$ cat src/rtl/mux_pkg.sv
// -----------------------------------------------------------------------------
// mux_pkg
// Shared definitions for the scanning channel multiplexer:
//   state_t      - controller states (MANUAL, SCAN, HOLD)
//   MODE_*       - encoding of the mode input
//   DCNT_W       - width of the dwell counter
//   sel_width()  - channel index width, never narrower than one bit
// -----------------------------------------------------------------------------
package mux_pkg;

    typedef enum logic [1:0] {
        MANUAL = 2'd0,
        SCAN   = 2'd1,
        HOLD   = 2'd2
    } state_t;

    localparam logic MODE_MANUAL = 1'b0;
    localparam logic MODE_SCAN   = 1'b1;

    localparam int DCNT_W = 8;

    function automatic int sel_width(input int channels);
        return ($clog2(channels) > 1) ? $clog2(channels) : 1;
    endfunction

endpackage

$ cat src/rtl/mux_rr_pick.sv
// -----------------------------------------------------------------------------
// mux_rr_pick
// Combinational round-robin search: finds the first valid channel strictly
// after cur_ch, ascending and wrapping CHANNELS-1 -> 0. The current channel
// itself is not a candidate, so found=0 means "no other channel is valid".
// Ports:
//   valid   in  CHANNELS  per-channel valid flags
//   cur_ch  in  SELW      index to search after (always in range)
//   next_ch out SELW      first valid index after cur_ch (cur_ch if none)
//   found   out 1         a different valid channel exists
// -----------------------------------------------------------------------------
module mux_rr_pick #(
    parameter int CHANNELS = 4,
    parameter int SELW     = 2
) (
    input  logic [CHANNELS-1:0] valid,
    input  logic [SELW-1:0]     cur_ch,
    output logic [SELW-1:0]     next_ch,
    output logic                found
);

    always_comb begin
        int unsigned cand;
        logic [SELW-1:0] idx;
        // NOTE: every output and temporary gets a value before any branch so
        // no path leaves a variable unassigned and no latch is inferred.
        next_ch = cur_ch;
        found   = 1'b0;
        cand    = 0;
        idx     = '0;
        // Offsets are visited in ascending order; the first hit wins.
        for (int off = 1; off < CHANNELS; off++) begin
            cand = 32'(cur_ch) + 32'(off);
            if (cand >= 32'(CHANNELS)) begin
                cand = cand - 32'(CHANNELS);
            end
            idx = SELW'(cand);
            if (!found && valid[idx]) begin
                next_ch = idx;
                found   = 1'b1;
            end
        end
    end

endmodule

$ cat src/rtl/mux_n_scan.sv
// -----------------------------------------------------------------------------
// mux_n_scan
// N-channel multiplexer with manual selection and an automatic round-robin
// scan that dwells DWELL cycles on each valid channel.
// Ports:
//   clk           in  1               rising-edge clock
//   rst           in  1               asynchronous active-high reset
//   in_data       in  CHANNELS*WIDTH  channel k at [k*WIDTH +: WIDTH]
//   in_valid      in  CHANNELS        per-channel valid
//   mode          in  1               0 = MANUAL, 1 = SCAN
//   sel           in  SELW            manual channel / scan start channel
//   hold          in  1               freezes the scan position
//   out_data      out WIDTH           registered data of selected channel
//   out_valid     out 1               registered valid of selected channel
//   out_ch        out SELW            registered selected index
//   switch_pulse  out 1               high for the first cycle on a new
//                                     channel reached by the scan
// -----------------------------------------------------------------------------
module mux_n_scan
    import mux_pkg::*;
#(
    parameter  int WIDTH    = 8,
    parameter  int CHANNELS = 4,
    parameter  int DWELL    = 4,
    localparam int SELW     = sel_width(CHANNELS)
) (
    input  logic                        clk,
    input  logic                        rst,
    input  logic [CHANNELS*WIDTH-1:0]   in_data,
    input  logic [CHANNELS-1:0]         in_valid,
    input  logic                        mode,
    input  logic [SELW-1:0]             sel,
    input  logic                        hold,
    output logic [WIDTH-1:0]            out_data,
    output logic                        out_valid,
    output logic [SELW-1:0]             out_ch,
    output logic                        switch_pulse
);

    localparam logic [DCNT_W-1:0] DWELL_RELOAD = DCNT_W'(DWELL - 1);
    // One extra bit so the range compare is meaningful for every CHANNELS.
    localparam logic [SELW:0]     CH_LIMIT     = (SELW + 1)'(CHANNELS);

    state_t              state_q, state_d;
    logic [SELW-1:0]     cur_ch_q, cur_ch_d;
    logic [DCNT_W-1:0]   dcnt_q, dcnt_d;
    logic [WIDTH-1:0]    data_d;
    logic                valid_d;
    logic [SELW-1:0]     ch_d;
    logic                pulse_d;

    logic                sel_in_range;
    logic [SELW-1:0]     pick_ch;
    logic                pick_found;
    logic [WIDTH-1:0]    chan_data [CHANNELS];

    for (genvar k = 0; k < CHANNELS; k++) begin : g_unpack
        assign chan_data[k] = in_data[k*WIDTH +: WIDTH];
    end

    assign sel_in_range = ({1'b0, sel} < CH_LIMIT);

    mux_rr_pick #(
        .CHANNELS (CHANNELS),
        .SELW     (SELW)
    ) u_pick (
        .valid   (in_valid),
        .cur_ch  (cur_ch_q),
        .next_ch (pick_ch),
        .found   (pick_found)
    );

    always_comb begin
        state_d  = state_q;
        cur_ch_d = cur_ch_q;
        dcnt_d   = dcnt_q;
        data_d   = '0;
        valid_d  = 1'b0;
        ch_d     = '0;
        pulse_d  = 1'b0;

        if (mode == MODE_MANUAL) begin
            // Manual wins from any state; hold is irrelevant here.
            state_d = MANUAL;
            ch_d    = sel;
            if (sel_in_range) begin
                cur_ch_d = sel;
                data_d   = chan_data[sel];
                valid_d  = in_valid[sel];
            end
        end else begin
            case (state_q)
                MANUAL: begin
                    state_d  = SCAN;
                    cur_ch_d = sel_in_range ? sel : '0;
                    dcnt_d   = DWELL_RELOAD;
                end
                SCAN, HOLD: begin
                    // A hold sampled in SCAN lets this edge count and freezes
                    // the following ones; the edge that releases HOLD counts
                    // again, so the pause lasts one cycle less than hold.
                    if (state_q == SCAN || !hold) begin
                        if (dcnt_q == '0) begin
                            dcnt_d = DWELL_RELOAD;
                            if (pick_found) begin
                                cur_ch_d = pick_ch;
                            end
                        end else begin
                            dcnt_d = dcnt_q - 1'b1;
                        end
                        pulse_d = (cur_ch_d != cur_ch_q);
                    end
                    state_d = hold ? HOLD : SCAN;
                end
                default: state_d = MANUAL;
            endcase
            // Outputs present the channel that cur_ch holds after this edge,
            // so out_ch and switch_pulse line up with the new channel.
            ch_d    = cur_ch_d;
            data_d  = chan_data[cur_ch_d];
            valid_d = in_valid[cur_ch_d];
        end
    end

    always_ff @(posedge clk or posedge rst) begin
        if (rst) begin
            state_q      <= MANUAL;
            cur_ch_q     <= '0;
            dcnt_q       <= '0;
            out_data     <= '0;
            out_valid    <= 1'b0;
            out_ch       <= '0;
            switch_pulse <= 1'b0;
        end else begin
            // NOTE: non-blocking assignments so every register samples the
            // pre-edge values, independent of statement order.
            state_q      <= state_d;
            cur_ch_q     <= cur_ch_d;
            dcnt_q       <= dcnt_d;
            out_data     <= data_d;
            out_valid    <= valid_d;
            out_ch       <= ch_d;
            switch_pulse <= pulse_d;
        end
    end

endmodule

$ cat config.mk
export PLATFORM = sky130hd
export DESIGN_NAME = mux_n_scan
export DESIGN_NICKNAME = d
export VERILOG_FILES = /design/src/rtl/mux_pkg.sv /design/src/rtl/mux_rr_pick.sv /design/src/rtl/mux_n_scan.sv
export SDC_FILE = /design/constraint.sdc
export NUM_CORES = 1
export LEC_CHECK = 0
export ABC_AREA = 1
export CAP_MARGIN = 20
export CORE_UTILIZATION = 34
export CTS_BUF_LIST = sky130_fd_sc_hd__clkbuf_4
export DETAILED_ROUTE_END_ITERATION = 6
export PLACE_DENSITY_LB_ADDON = 0.25
export SLEW_MARGIN = 5
export SYNTH_ARGS = -nofsm -noshare
export SYNTH_HDL_FRONTEND = slang
export SYNTH_SLANG_ARGS = --single-unit
$ cat constraint.sdc
create_clock -name clk -period 1.8 [get_ports clk]
set_input_delay 0.18 -clock clk [delete_from_list [all_inputs] [get_ports clk]]
set_output_delay 0.18 -clock clk [all_outputs]
set_load 0.03 [all_outputs]
# Word level (Yosys, flattened, before mapping)
# Cells that the tools add are included.
# op_classes
add_sub_neg,7
order_cmp,10
muxes,45
bitwise_logic,2
eq_ne,4
n_reduce_logical,11
# ops
op,n
two-way mux 8 bit,7
binary-select mux 8 bit (select 2 bit),2
two-way mux 2 bit,16
case mux 8 bit (2 select lines),1
greater-or-equal comparator 3 bit (second input constant),5
less-than comparator 2 x 3 -> 1 bit (second input constant),5
two-way mux 1 bit,12
binary-select mux 1 bit (select 2 bit),5
zero test 8 bit,1
case mux 2 bit (2 select lines),2
subtractor 8 x 1 -> 8 bit (second input constant),1
adder 2 x 2 -> 3 bit (second input constant),2
inverter 2 -> 3 bit,2
subtractor 2 x 1 -> 2 bit (second input constant),3
adder 2 x 1 -> 3 bit (second input constant),1
zero test 1 bit,3
AND reduction 3 bit,1
== test 2 x 1 -> 1 bit (second input constant),1
== test 2 bit (second input constant),1
logical AND 1 bit,2
zero test 2 bit,1
!= test 2 bit,1
!= test 2 bit (second input constant),1
nonzero test 2 bit,1
other kinds (2),2
# word_totals
in_bits,42
regBits,22

# Logic depth before layout (Yosys ltp)
# depth
ltp_word,25
ltp_mapped,18

# Cells and area by module
# Synthesis repeated with hierarchy kept, for this count alone.
# hier_totals
cells_unflattened,320
area_unflattened_um2,2219.6
# modules_own_cells
mod,seq_area_each_um2,cells_per_inst,area_each_um2,instances
mux_n_scan,550.5,271,1935.6,1
mux_rr_pick,0.0,49,284.0,1

# Worst setup path after synthesis
# Ideal clock, no wire load.
# synth_path
kind,flip-flop to flip-flop
start,register cur_ch_q[0]
end,register out_valid
slack_ns,-0.262
required_ns,1.683
stages_incl_launch_ff,18
arrival_time_ns,1.945
setup_time_ns,0.117
cell_sequence,dfrtp_1 -> buf_6 -> nand2_1 -> nand2_2 -> inv_1 -> nand2_1 -> nand2_2 -> o21ai_1 -> nand3_1 -> nand2_1 -> nand3_2 -> nand2_4 -> nand2_8 -> buf_8 -> nand2_1 -> nand3_1 -> nand3_1 -> nand2_1
# synth_via
elab_chain_cells,23
elab_cells_between_ends,39
classes_between,add/sub: 6; order compare: 3; mux: 26; reduce/logical: 4
# synth_lines
element,line_no,text
from (decl),mux_n_scan.sv:45,"logic [SELW-1:0] cur_ch_q, cur_ch_d;"
from (signal assigned),mux_n_scan.sv:138,cur_ch_q <= cur_ch_d;
adder 2 x 1 -> 3 bit,mux_rr_pick.sv:33,cand = 32'(cur_ch) + 32'(off);
greater-or-equal comparator 3 bit or subtractor 2 x 1 -> 2 bit (tied branches),"mux_rr_pick.sv:34, mux_rr_pick.sv:35",
two-way mux 2 bit,mux_rr_pick.sv:34,if (cand >= 32'(CHANNELS)) begin
binary-select mux 1 bit (select 2 bit),mux_rr_pick.sv:38,if (!found && valid[idx]) begin
two-way mux 1 bit (not written as such),mux_rr_pick.sv:38,
two-way mux 1 bit,mux_rr_pick.sv:38,
zero test 1 bit,mux_rr_pick.sv:38,
logical AND 1 bit,mux_rr_pick.sv:38,
[... 8 more ...],n/a,
two-way mux 2 bit,mux_n_scan.sv:82,if (mode == MODE_MANUAL) begin
two-way mux 2 bit,mux_n_scan.sv:102,if (state_q == SCAN || !hold) begin
case mux 2 bit (2 select lines) (*),mux_n_scan.sv:92,case (state_q)
two-way mux 2 bit (*),mux_n_scan.sv:82,
binary-select mux 1 bit (select 2 bit) (*),mux_n_scan.sv:121,valid_d = in_valid[cur_ch_d];
two-way mux 1 bit (not written as such) (*),mux_n_scan.sv:121,
two-way mux 1 bit (*),mux_n_scan.sv:82,
net valid_d,mux_n_scan.sv:48,logic valid_d;
to (signal assigned),mux_n_scan.sv:141,out_valid <= valid_d;
to (decl),mux_n_scan.sv:35,"output logic out_valid,"
# Mark *: on every way through the listed nets, which the timed path passes. The rest lies on a longest branch. The select of a mux whose other input is x is not followed.
# A chain may end at the register's enable or synchronous reset.

# Final worst setup path
# Same ends and word-level chain as after synthesis.

==> results.json <==
{
  "status": "finished, violations left",
  "violations": "setup timing",
  "worst-path-max-fanout": 8,
  "area_growth_pct": 64.7,
  "pre_cts_slack_ns": -0.427,
  "synth_area_sq_um": 1920,
  "holdWs_ns": 0.182,
  "synth_mux_area_frac": 0,
  "post_dp_cell_area_sq_um": 2760,
  "yosysUniqueCellTypes": 34,
  "first_pass_iters": 4,
  "finalWeightedCongestion": 0.869,
  "numPortBuffers": 53,
  "cts_buffer_depth": 2,
  "die_h_um": 77.2,
  "fill_cells": 534,
  "hold_buffers": 0,
  "clk_latency_ns": 0.33,
  "required_ns": 2.08,
  "remaining_drc_errors": 0,
  "skew_ns": 0.00854,
  "critPathKind": "register to register",
  "diodes": 0,
  "layout-drive-gt1-share": 0.327,
  "yosysTopAreaCellShare": 0.286,
  "end_kind": "register",
  "setup_slack_ns": -0.300,
  "grt_pass1_wl_mm": 9.78,
  "grt_max_degree": 23,
  "pwr-share-seq": 0.232,
  "cts_tree": "built",
  "final_util": 0.579,
  "powerDensity_nw_per_um2": 923,
  "cts_root_buf": "clkbuf_4",
  "fmax_ghz": 0.476,
  "yosysTopAreaCell": "dfrtp_1",
  "wl_mm": 6.27,
  "synth_area_leaders": "dfrtp_1 29%, nand3_1 14%, nand2_1 12%",
  "worstPathArrival_ns": 2.38,
  "grtUsageTotal": 0.203,
  "synthAdderAreaFrac": 0.0260,
  "synth_top_family_by_area": "simple AND/OR/NAND/NOR gates",
  "synth_compound_area_frac": 0.137,
  "synth-xor-area-share": 0.0228,
  "power.share.clock": 0.138,
  "overflow": 0,
  "dieArea_sq_um": 5960,
  "start_kind": "register",
  "io_pins": 54,
  "ys_warn_count": 0,
  "dp_hpwl_mm": 4.25,
  "synth-simple-area-share": 0.432,
  "antenna_found_initial": 0,
  "grt_pass1_vias": 2173,
  "rsz0062_at_grt": "yes",
  "rows": 27,
  "maxSlewViolCount": 0,
  "layout_min_cycle_time_ns": 2.10,
  "drtAntennaViolNets": 0,
  "hold_violations": 0,
  "internal_power_w": 0.00168,
  "maxSlewHeadroom": 0.568,
  "htreeDepth": 1,
  "setup_viol": 11,
  "nets": 432,
  "worst_pin_slew_ns": 0.649,
  "via_per_inst": 5.15,
  "die_w_um": 77.2,
  "avgSynthCellArea_sq_um": 6.64,
  "ys_seq_elements": 22,
  "num_vias": 2353,
  "numCtsBuffers": 3,
  "swShare": 0.424,
  "yosysSeqAreaShare": 0.286,
  "finalCritPeriodShare": 1.17,
  "initialDrtViolationCount": 116,
  "hp-class": "input pin to asynchronous set/reset pin",
  "synth_cells": 290,
  "max-cap-violations": 0,
  "design.core.area_sq_um": 5470,
  "clock_sinks": 22,
  "start_util": 0.352,
  "mappedNetlistNets": 336,
  "leakage_nw": 1.46,
  "wire_per_inst_um": 13.7,
  "path_clk_slew_ns": 0.14,
  "net-switching-power_w": 0.00124,
  "irDropWorstVdd_mv": 0.502,
  "final_area_sq_um": 3170,
  "combPwrFrac": 0.630,
  "total_power_w": 0.00293
}
path summary, 6_finish.rpt:
path / startpoint / to / slack, ns / depth (start not counted)
setup / recovery: cur_ch_q[0] / out_valid / -0.30 / 17
hold / removal: rst / out_data[7] / 0.18 / 3
setup reg to reg: cur_ch_q[0] / out_valid / -0.30 / 17
hold reg to reg: dcnt_q[5] / dcnt_q[5] / 0.62 / 3
max in group asynchronous: rst / cur_ch_q[0] / 1.37 / 3
min in group clk: hold / state_q[1] / 0.52 / 4
kinds of logic after synthesis:
| group | Yosys count |
|---|---|
| flops | 22 |
| simple gates | 178 |
| buf+inv | 37 |
| xor+xnor | 5 |
| fa+ha+maj | 4 |
| compound gates | 44 |
synth_stat cells:
cell      instances
a21oi_1           6
a21oi_2           1
a21oi_4           1
a22oi_1           1
a31oi_1           1
buf_2             1
buf_6             3
buf_8             1
clkbuf_1          6
clkinv_1          1
dfrtp_1          22
ha_1              4
inv_1            23
inv_4             1
inv_8             1
nand2_1          63
nand2_2          18
nand2_4           1
nand2_8           1
nand3_1          53
nand3_2           1
nand4_1           2
nor2_1           30
nor2_2            2
nor3_1            5
nor3b_1           1
nor4_1            1
o21ai_0          22
o21ai_1           2
o21ai_4           1
o22ai_1           8
o32ai_1           1
xnor2_1           3
xor2_1            2
repair_timing:
item / 4_1_cts / 5_1_grt
resized for setup: 26 / 41
setup buffers: 5 / 2
setup endpoints to repair: 12 / 16
pin swaps: 22 / 7
endpoints found under the hold margin: 0 / 0
gates cloned: 2 / 2
critical path, cell delays in order, from the launching register on:
cell and delay (ns):
dfrtp_2 0.46, buf_12 0.15, clkinv_8 0.07, nand2_2 0.05
nand2_2 0.07, inv_1 0.04, nand2_1 0.06, nand2_2 0.09
o21ai_1 0.18, nand3_1 0.10, nand2_1 0.07, nand3_2 0.08
nand2_4 0.15, buf_6 0.15, nand3_1 0.11, nand3_2 0.11
nand3_2 0.07, nand2_2 0.06
power groups by stage:
stage | logic [W] | clock network, W | registers, W
after floorplan | 0.000812 | 0 | 0.000782
after global placement | 0.00147 | 0 | 0.000696
after detailed placement | 0.00149 | 0 | 0.000695
after CTS | 0.00163 | 0.000406 | 0.000678
after global routing | 0.00200 | 0.000426 | 0.000692
final | 0.00184 | 0.000403 | 0.000678
state kept, by name (all words and copies together) (netlist names):
signal	count
cur_ch_q	2
dcnt_q	8
out_data	8
out_valid	1
state_q	2
switch_pulse	1
per-layer routing:
layer / GRT usage / vias up / wire, um
li1: - / 1165 / -
met1: 0.250 / 1094 / 2650
met2: 0.358 / 83 / 3180
met3: 0.0405 / 11 / 373
met4: 0.0491 / 0 / 68
met5: 0 / - / 0
layout make-up:
| type | count | area, sq um | area share |
|---|---|---|---|
| multi-input cells | 234 | 1460 | 0.460 |
| repair buffers | 99 | 902 | 0.285 |
| flip-flops and latches | 22 | 553 | 0.174 |
| inverters | 26 | 113 | 0.0355 |
| well taps | 72 | 90.1 | 0.0284 |
| clock inverters | 1 | 30.0 | 0.00947 |
| clock buffers | 3 | 22.5 | 0.00711 |
placed cells by master (no fill, tap or decap), types with 3 or more instances in the layout:
cell	count
a21oi_1	5
buf_4	41
buf_6	4
clkbuf_4	3
clkdlybuf4s50_1	52
dfrtp_1	20
ha_1	3
inv_1	22
nand2_1	46
nand2_2	24
nand2_4	13
nand3_1	39
nand3_2	15
nor2_1	25
nor2_2	5
nor3_1	3
o21ai_0	21
o22ai_1	8
xnor2_1	3
metrics by stage:
stage / TNS (ns) / cells
global placement: -3.74 / 442
detailed placement: -4.19 / 442
floorplan: -2.02 / 290
CTS: -2.41 / 453
finish: -2.97 / 457
global route: -4.12 / 457
No activity file was read; power rests on OpenSTA's default activity.
